`src/rtl/router_pkg.sv`:
```
// Shared types and helpers for the router 1x3 packet transmitter.
package router_pkg;

    localparam int unsigned LEN_W  = 6;
    localparam int unsigned ADDR_W = 2;
    localparam int unsigned BYTE_W = 8;

    localparam logic [ADDR_W-1:0] ADDR_INVALID = 2'b11;

    typedef enum logic [2:0] {
        S_IDLE,
        S_FILL,
        S_HEADER,
        S_PAYLOAD,
        S_PARITY,
        S_GAP
    } state_e;

    function automatic logic [BYTE_W-1:0] pack_header(input logic [LEN_W-1:0]  len,
                                                      input logic [ADDR_W-1:0] addr);
        return {len, addr};
    endfunction

endpackage

```
`src/rtl/router_tx_buf.sv`:
```
// Payload buffer: flop array with a clocked write port and a combinational read port.
module router_tx_buf
    import router_pkg::*;
#(
    parameter int unsigned MAX_LEN = 63
) (
    input  logic              clock,
    input  logic              we_i,
    input  logic [LEN_W-1:0]  wr_idx_i,
    input  logic [BYTE_W-1:0] wdata_i,
    input  logic [LEN_W-1:0]  rd_idx_i,
    output logic [BYTE_W-1:0] rdata_c_o
);

    logic [BYTE_W-1:0] mem_q [MAX_LEN];

    always_ff @(posedge clock) begin
        if (we_i) begin
            mem_q[wr_idx_i] <= wdata_i;
        end
    end

    assign rdata_c_o = mem_q[rd_idx_i];

endmodule

```
`src/rtl/router_pkt_tx.sv`:
```
// Router input-port packet source: buffers a payload, then sends header, payload
// and parity bytes while honouring the router busy flag.
module router_pkt_tx
    import router_pkg::*;
#(
    parameter int unsigned MAX_LEN  = 63,
    parameter int unsigned IDLE_GAP = 2
) (
    input  logic              clock,
    input  logic              resetn,
    input  logic              start,
    input  logic [ADDR_W-1:0] dest_addr,
    input  logic [LEN_W-1:0]  payload_len,
    input  logic              corrupt_parity,
    input  logic [BYTE_W-1:0] pl_data,
    input  logic              pl_valid,
    output logic              pl_ready,
    input  logic              busy,
    output logic [BYTE_W-1:0] data_out,
    output logic              pkt_valid,
    output logic              tx_active,
    output logic              done,
    output logic              err
);

    localparam int unsigned GAP_W = (IDLE_GAP > 1) ? $clog2(IDLE_GAP) : 1;
    localparam logic [GAP_W-1:0] GAP_LAST = GAP_W'(IDLE_GAP - 1);

    state_e            state_q, state_d;
    logic [LEN_W-1:0]  len_q, len_d;
    logic [ADDR_W-1:0] addr_q, addr_d;
    logic              corrupt_q, corrupt_d;
    logic [LEN_W-1:0]  wr_idx_q, wr_idx_d;
    logic [LEN_W-1:0]  rd_idx_q, rd_idx_d;
    logic [BYTE_W-1:0] parity_q, parity_d;
    logic [GAP_W-1:0]  gap_q, gap_d;
    logic [BYTE_W-1:0] data_out_q, data_out_d;
    logic              pkt_valid_q, pkt_valid_d;
    logic              pl_ready_q, pl_ready_d;
    logic              tx_active_q, tx_active_d;
    logic              done_q, done_d;
    logic              err_q, err_d;

    logic              buf_we_c;
    logic [LEN_W-1:0]  rd_addr_c;
    logic [BYTE_W-1:0] rd_data_c;
    logic              start_ok_c;
    logic              wr_last_c;
    logic              rd_last_c;

    router_tx_buf #(
        .MAX_LEN (MAX_LEN)
    ) u_buf (
        .clock     (clock),
        .we_i      (buf_we_c),
        .wr_idx_i  (wr_idx_q),
        .wdata_i   (pl_data),
        .rd_idx_i  (rd_addr_c),
        .rdata_c_o (rd_data_c)
    );

    assign start_ok_c = (payload_len != '0) && (32'(payload_len) <= MAX_LEN)
                        && (dest_addr != ADDR_INVALID);
    assign wr_last_c  = (wr_idx_q == len_q - LEN_W'(1));
    assign rd_last_c  = (rd_idx_q == len_q - LEN_W'(1));

    // Next-state and registered-output logic
    always_comb begin
        state_d     = state_q;
        len_d       = len_q;
        addr_d      = addr_q;
        corrupt_d   = corrupt_q;
        wr_idx_d    = wr_idx_q;
        rd_idx_d    = rd_idx_q;
        parity_d    = parity_q;
        gap_d       = gap_q;
        data_out_d  = data_out_q;
        pkt_valid_d = pkt_valid_q;
        pl_ready_d  = pl_ready_q;
        done_d      = 1'b0;
        err_d       = 1'b0;
        buf_we_c    = 1'b0;
        rd_addr_c   = '0;

        unique case (state_q)
            S_IDLE: begin
                pl_ready_d  = 1'b0;
                pkt_valid_d = 1'b0;
                if (start) begin
                    if (!start_ok_c) begin
                        err_d = 1'b1;
                    end else begin
                        len_d     = payload_len;
                        addr_d    = dest_addr;
                        corrupt_d = corrupt_parity;
                        parity_d  = pack_header(payload_len, dest_addr);
                        wr_idx_d  = '0;
                        rd_idx_d  = '0;
                        state_d   = S_FILL;
                    end
                end
            end
            S_FILL: begin
                pl_ready_d = 1'b1;
                if (pl_valid && pl_ready_q) begin
                    buf_we_c = 1'b1;
                    parity_d = parity_q ^ pl_data;
                    if (wr_last_c) begin
                        pl_ready_d  = 1'b0;
                        data_out_d  = pack_header(len_q, addr_q);
                        pkt_valid_d = 1'b1;
                        state_d     = S_HEADER;
                    end else begin
                        wr_idx_d = wr_idx_q + LEN_W'(1);
                    end
                end
            end
            S_HEADER: begin
                rd_addr_c = '0;
                if (!busy) begin
                    rd_idx_d   = '0;
                    data_out_d = rd_data_c;
                    state_d    = S_PAYLOAD;
                end
            end
            S_PAYLOAD: begin
                // Look one byte ahead so the next byte is ready when this one is taken
                rd_addr_c = rd_last_c ? rd_idx_q : rd_idx_q + LEN_W'(1);
                if (!busy) begin
                    if (rd_last_c) begin
                        data_out_d  = parity_q ^ {{(BYTE_W-1){1'b0}}, corrupt_q};
                        pkt_valid_d = 1'b0;
                        state_d     = S_PARITY;
                    end else begin
                        rd_idx_d   = rd_idx_q + LEN_W'(1);
                        data_out_d = rd_data_c;
                    end
                end
            end
            S_PARITY: begin
                if (!busy) begin
                    data_out_d = '0;
                    gap_d      = '0;
                    done_d     = (GAP_LAST == '0);
                    state_d    = S_GAP;
                end
            end
            S_GAP: begin
                if (gap_q == GAP_LAST) begin
                    state_d = S_IDLE;
                end else begin
                    gap_d  = gap_q + GAP_W'(1);
                    done_d = (gap_q + GAP_W'(1) == GAP_LAST);
                end
            end
            default: begin
                state_d = S_IDLE;
            end
        endcase

        tx_active_d = (state_d != S_IDLE);
    end

    always_ff @(posedge clock or negedge resetn) begin
        if (!resetn) begin
            state_q     <= S_IDLE;
            len_q       <= '0;
            addr_q      <= '0;
            corrupt_q   <= 1'b0;
            wr_idx_q    <= '0;
            rd_idx_q    <= '0;
            parity_q    <= '0;
            gap_q       <= '0;
            data_out_q  <= '0;
            pkt_valid_q <= 1'b0;
            pl_ready_q  <= 1'b0;
            tx_active_q <= 1'b0;
            done_q      <= 1'b0;
            err_q       <= 1'b0;
        end else begin
            state_q     <= state_d;
            len_q       <= len_d;
            addr_q      <= addr_d;
            corrupt_q   <= corrupt_d;
            wr_idx_q    <= wr_idx_d;
            rd_idx_q    <= rd_idx_d;
            parity_q    <= parity_d;
            gap_q       <= gap_d;
            data_out_q  <= data_out_d;
            pkt_valid_q <= pkt_valid_d;
            pl_ready_q  <= pl_ready_d;
            tx_active_q <= tx_active_d;
            done_q      <= done_d;
            err_q       <= err_d;
        end
    end

    assign data_out  = data_out_q;
    assign pkt_valid = pkt_valid_q;
    assign pl_ready  = pl_ready_q;
    assign tx_active = tx_active_q;
    assign done      = done_q;
    assign err       = err_q;

endmodule
```
`config.mk`:
```
export PLATFORM = sky130hd
export DESIGN_NAME = router_pkt_tx
export DESIGN_NICKNAME = d
export VERILOG_FILES = /design/src/rtl/router_pkg.sv /design/src/rtl/router_tx_buf.sv /design/src/rtl/router_pkt_tx.sv
export SDC_FILE = /design/constraint.sdc
export NUM_CORES = 1
export LEC_CHECK = 0
export ABC_CLOCK_PERIOD_IN_PS = 4800
export CORE_MARGIN = 3
export CORE_UTILIZATION = 62
export DETAILED_ROUTE_END_ITERATION = 8
export GPL_TIMING_DRIVEN = 1
export HOLD_SLACK_MARGIN = 0.08
export PLACE_DENSITY = 0.79
export SLEW_MARGIN = 30
export SYNTH_ARGS = -nofsm -noshare
export SYNTH_HDL_FRONTEND = slang
export SYNTH_SLANG_ARGS = --single-unit
```
`constraint.sdc`:
```
create_clock -name clock -period 4.8 [get_ports clock]
set_clock_uncertainty 0.05 [all_clocks]
set_input_delay 0.48 -clock clock [delete_from_list [all_inputs] [get_ports clock]]
set_output_delay 0.48 -clock clock [all_outputs]
set_load 0.005 [all_outputs]
```
======== Yosys cells after proc, flatten, opt, wreduce, memory -nomap -nowiden ========
Memory sizes are Yosys's and may differ from the RTL's.
Index checks and enable logic that the tools add are counted.
storage, ports and cells
  input port bits ......................... 22
  logic and storage cells ................. 106
  memory bits (writable) .................. 504
  memories kept ........................... 1
  flip-flop bits (word level) ............. 46
memories
  name         depth  width  rd ports  clocked after memory_dff  wr ports  RTL line             RTL
  u_buf.mem_q  63     8      1         0                         1         router_tx_buf.sv:15  logic [BYTE_W-1:0] mem_q [MAX_LEN];
operators by class
  reduce and logical (&&, ||, !) cells .... 17
  add/sub/neg operators ................... 4
  eq/ne operators ......................... 17
  muxes and demuxes ....................... 51
  bitwise operators ....................... 2
operators by type and width
  cell                   count
  $mux W8                9
  $mux W6                8
  $pmux W8 S4            1
  $mux W3                9
  $ne A2 B2 Y1 const B   10
  $pmux W3 S6            1
  $pmux W6 S3            1
  $mux W1                17
  $pmux W8 S2            1
  $reduce_and A5 Y1      3
  $add A6 B1 Y6 const B  2
  $eq A6 B6 Y1           2
  $pmux W6 S2            1
  $reduce_bool A3 Y1     3
  $xor A8 B1 Y8          1
  $xor A8 B8 Y8          1
  $eq A3 B2 Y1 const B   2
  $eq A3 B3 Y1 const B   2
  $reduce_and A6 Y1      1
  $reduce_bool A6 Y1     1
  $sub A6 B1 Y6 const B  1
  $pmux W1 S2            2
  $reduce_and A4 Y1      1
  $reduce_bool A2 Y1     2
  8 further kinds        9

======== Longest topological paths before layout ========
An unclocked memory read counts as a cell.
  word-level depth ........................ 8
  mapped depth ............................ 16
  depth with buffers taken out ............ 12

======== By module ========
Synthesis repeated with hierarchy kept, for this count alone.
unflattened totals
  cell total of the unflattened synthesis .. 1298
  area, all modules ....................... 22686.8 sq um
by module, submodules not included
  module         cells an instance  times used  area each (sq um)
  router_tx_buf  941                1           19646.3
  router_pkt_tx  357                1           3040.4

======== Worst setup path after synthesis ========
OpenSTA, ideal clock, no wires.
  path type ............................... reg2reg
  start ................................... register len_q[0]
  end ..................................... register data_out_q[7] (netlist: data_out[7])
  path buffers ............................ 3
  stages on the path, launching flop included .. 14
  clock period less this slack ............ 3.581 ns
  slack ................................... 1.219 ns
  arrival time ............................ 3.411 ns
  data required time ...................... 4.630 ns
  path through ............................ dfrtp_1 or3_1 buf_2 o32a_4 or2_1 buf_6 or3_1 buf_6 nand2_8 mux4_2 a32o_1 nor4b_1 a211oi_1 a31o_1
between the ends
  cells in the longest elaborated chain, start to end .. 8
RTL lines
  what                    RTL line                                  RTL
  from (decl)             router_pkt_tx.sv:30                       logic [LEN_W-1:0] len_q, len_d;
  from (signal assigned)  router_pkt_tx.sv:182                      len_q <= len_d;
  $sub A6 B1 Y6 *         router_pkt_tx.sv:64, router_pkt_tx.sv:65
  $eq A6 B6 Y1            router_pkt_tx.sv:65                       assign rd_last_c = (rd_idx_q == len_q - LEN_W'(1));
  $mux W6                 -
  $mux W6                 router_pkt_tx.sv:85                       unique case (state_q)
  $mem_v2 Z63 W8          -
  $mux W8                 router_pkt_tx.sv:130                      if (rd_last_c) begin
  $mux W8                 router_pkt_tx.sv:129                      if (!busy) begin
  $pmux W8 S4             router_pkt_tx.sv:85
  to (signal assigned)    router_pkt_tx.sv:189                      data_out_q <= data_out_d;
  to (decl)               router_pkt_tx.sv:37                       logic [BYTE_W-1:0] data_out_q, data_out_d;
Mark *: on every way between the ends. The rest lies on a longest branch, timed or not. The select of a mux whose other input is x is not followed.
A chain may end at the register's enable or synchronous reset.

======== Worst setup path in the final report ========
  start ................................... register len_q[0]
  end ..................................... register data_out_q[6] (netlist: data_out[6])
Same word-level chain as after synthesis.

==> out/summary.txt <==
Via density -> 6.963
Synth Area in Compound Gates -> 0.09991
Area contributors post-synth -> edfxtp_1, nand2_1, dfrtp_1
Share of flip-flops with an asynchronous set or reset -> 0.08364
Main combinational cell family by area after synthesis -> simple AND/OR/NAND/NOR gates
CTS root buf -> clkbuf_16
Clock Pin Slew Worst Setup and Hold Paths -> 0.07 ns
Syn Std Cell Area -> 0.02306 mm2
CTS Buffer Depth -> 3
Xor and xnor fraction of the mapped netlist area -> 0.009009
Initial antenna violation count -> 1
Period utilization -> 0.9292
GPL Wtd Cong -> 0.9836
CTS tree -> done
Hold Fails Final Rpt -> 0
Leak Pwr -> 8.495 nW
Post-synthesis sequential area ratio -> 0.7064
All-Layer GR Usage -> 0.3374
Hpwl dp -> 41,560 um
Crit path launch type -> flop
Worst reg2reg setup slack -> 0.34 ns
Slowest-stage cell, CP -> or3_1
Detailed Routing Iterations Pass 1 -> 7
CP endpoint kind -> flop
Vias in the first global route -> 15,310
Synth top cells by count -> edfxtp_1, nand2_1, nor2_1
Peak supply drop -> 0.3331 mV
Crit path max-delay family -> simple AND/OR/NAND/NOR gates
Drt wl/cell -> 28.83 um
DRC Markers -> 0
Sw Share -> 0.3083
WP data arrival -> 4.86 ns
Largest net degree at the start of global routing -> 66
IO buf count -> 34
Slew HR -> 0.3394
I/O Pins -> 35
Logic pwr share -> 0.222
Clock power frac -> 0.321
CP Class -> flop to flop
Worst-skew pair later-pin latency -> 0.61 ns
CP peak stage delay -> 0.59 ns
Area Growth Syn to Fin -> 11.11%
Post-synthesis register bit count -> 550
Worst hold path type -> input port to flop
Gr ovfl total -> 0
Status -> finished, final reports clean
Full die area -> 0.03954 mm2
Post-synth top area cell -> edfxtp_1
CP Buf/Inv Count -> 1
Mapped Avg Cell Area -> 13.30 um2
H-tree depth -> 2
Die Y -> 198.8 um
Via count -> 15,930
Mux cell area share after synthesis -> 0.03164
First-pass GRT wire length -> 98,310 um
Final setup TNS -> 0 ns
Setup-failing EPs final -> 0
Crit-path max FO -> 30
Reg power frac -> 0.457
Final-layout fill cell count -> 2,455
Share of the synthesized area in the top cell type -> 0.6564
Num CTS Buffers -> 54
Routed WL -> 65,940 um
Crit path required time -> 5.20 ns
Clock sinks -> 550
Sequential Area -> 0.01629 mm2
Post-synth EDFFs -> 504
Multi-input gate area -> 0.006222 mm2
Crit path top cell by count -> or3_1
Worst Tran Pin Value -> 0.9873 ns
Die width -> 198.8 um
Final min period -> 4.460 ns
Unique masters post-synth -> 82
Net Count, Synth -> 1,759
Most frequent cell after synthesis -> edfxtp_1
Pint -> 8.532 mW
Core footprint -> 0.03661 mm2
Crit path cell chain -> or3_1, o32a_4, or2_1, or3_1, nand2_8, buf_4, mux2i_1, a32oi_1, and4_1, a311oi_2, o31ai_1
Prevailing post-synth register cell -> edfxtp_1
Site Rows -> 70
Antenna diode count -> 0
Slew Limit Fails -> 0
Maximum clock rate -> 0.2242 GHz
Sw Pwr -> 3.804 mW
Synth Area in Simple Gates -> 0.1260
Initial Utilization -> 0.6298
RSZ-0062 raised after global routing -> false
DRT iter0 DRCs -> 2,263
Mapped Cells -> 1,734
Detail Route Antenna Nets -> 0
Power Density -> 481.5 mW/mm2
Ratio of cells with drive above 1 in the final layout -> 0.09621
Post-synthesis adder-cell area fraction -> 0.001628
Max Cap Viol -> 0
Final #Nets -> 1,802
PnR Total Power -> 12.34 mW
Yosys warns -> 0
==> layout by cell type (no fill, tap or decap), drive strengths merged, types with 7 or more instances in the layout <==
cell,n
buf,69
or3,7
o22ai,10
xnor2,10
a311oi,23
nand4,11
mux2i,56
dfrtp,46
edfxtp,504
a21oi,21
a211oi,50
clkbuf,66
clkinv,24
a32oi,17
and2,12
nand3,93
a22oi,19
inv,14
and3,35
clkdlybuf4s50,25
a21boi,10
nor3,11
nor2,104
o21ai,68
a31oi,44
nand2,343
a221oi,9
==> logic make-up (layout without fill, tap and decap cells) <==
| logic type | count (synthesis) | in the layout |
|---|---|---|
| XOR/XNOR | 19 | 19 |
| adder cells (fa/ha/maj) | 3 | 3 |
| multiplexers | 66 | 66 |
| flip-flops | 550 | 550 |
| buffers and inverters | 119 | 204 |
| AND/OR/NAND/NOR | 653 | 653 |
| AO/OA/AOI/OAI | 324 | 324 |
==> layout make-up <==
| class | instances | area share |
|---|---|---|
| clock inverter | 32 | 0.008938 |
| inverter | 11 | 0.001612 |
| tap | 468 | 0.02286 |
| timing repair buffer | 95 | 0.03350 |
| clock buffer | 66 | 0.05451 |
| sequential | 550 | 0.6357 |
| multi-input combinational | 1065 | 0.2429 |
==> layer usage <==
metal,track usage,part of all wire,vias to the layer above
met4,0.1507,0.052,0
met5,0,0,-
met3,0.08537,0.13,250
li1,-,-,6676
met2,0.5160,0.45,1276
met1,0.4653,0.36,7723
==> sequential cells by signal, summed over array words and instances, names as in the netlist, 2 cells and up <==
name and cells:
addr_q 2, data_out 8, len_q 6, parity_q 8
rd_idx_q 6, state_q 3, u_buf.mem_q 504, wr_idx_q 6
==> worst paths after layout <==
check	cells after the start	end	start
min	3	corrupt_q	corrupt_parity
min reg2reg	1	done	gap_q
max reg2reg	11	data_out[6]	len_q[0]
max in group asynchronous	2	data_out[6]	resetn
min in group asynchronous	2	data_out[7]	resetn
max	11	data_out[6]	len_q[0]
==> power groups by stage <==
stage / registers [mW] / logic, mW / clock network, mW
floorplan: 5.59 / 1.84 / 0
global placement: 5.72 / 2.59 / 0
finish: 5.63 / 2.74 / 3.96
global route: 5.64 / 2.92 / 4.16
detailed placement: 5.72 / 2.65 / 0
CTS: 5.62 / 2.67 / 3.96
==> metrics by stage <==
step | utilization | setup WS [ns] | instance area, um2 | hold WS (ns) | instances
final | 0.6998 | 0.3401 | 25620 | 0.3744 | 2287
after global routing | 0.6998 | 0.1591 | 25620 | 0.3891 | 2287
after CTS | 0.6996 | 0.2153 | 25610 | 0.3591 | 2287
after detailed placement | 0.6549 | 0.2398 | 23980 | 0.4094 | 2188
after global placement | 0.6549 | 0.3649 | 23970 | 0.4099 | 2188
after floorplan | - | 1.219 | 23060 | 0.1344 | 1734
==> tightest hold or removal path, stage by stage <==
cell	delay (ns)
clkdlybuf4s50_1	0.39
nand2_1	0.05
nand2_1	0.05
==> timing repair <==
item / CTS / global route
hold buffers: 1 / 0
hold endpoints to repair: 46 / 0
buffers inserted: 0 / 0
resized for setup: 0 / 1
setup endpoints to repair: 0 / 1
No activity file was read; power rests on OpenSTA's default activity.
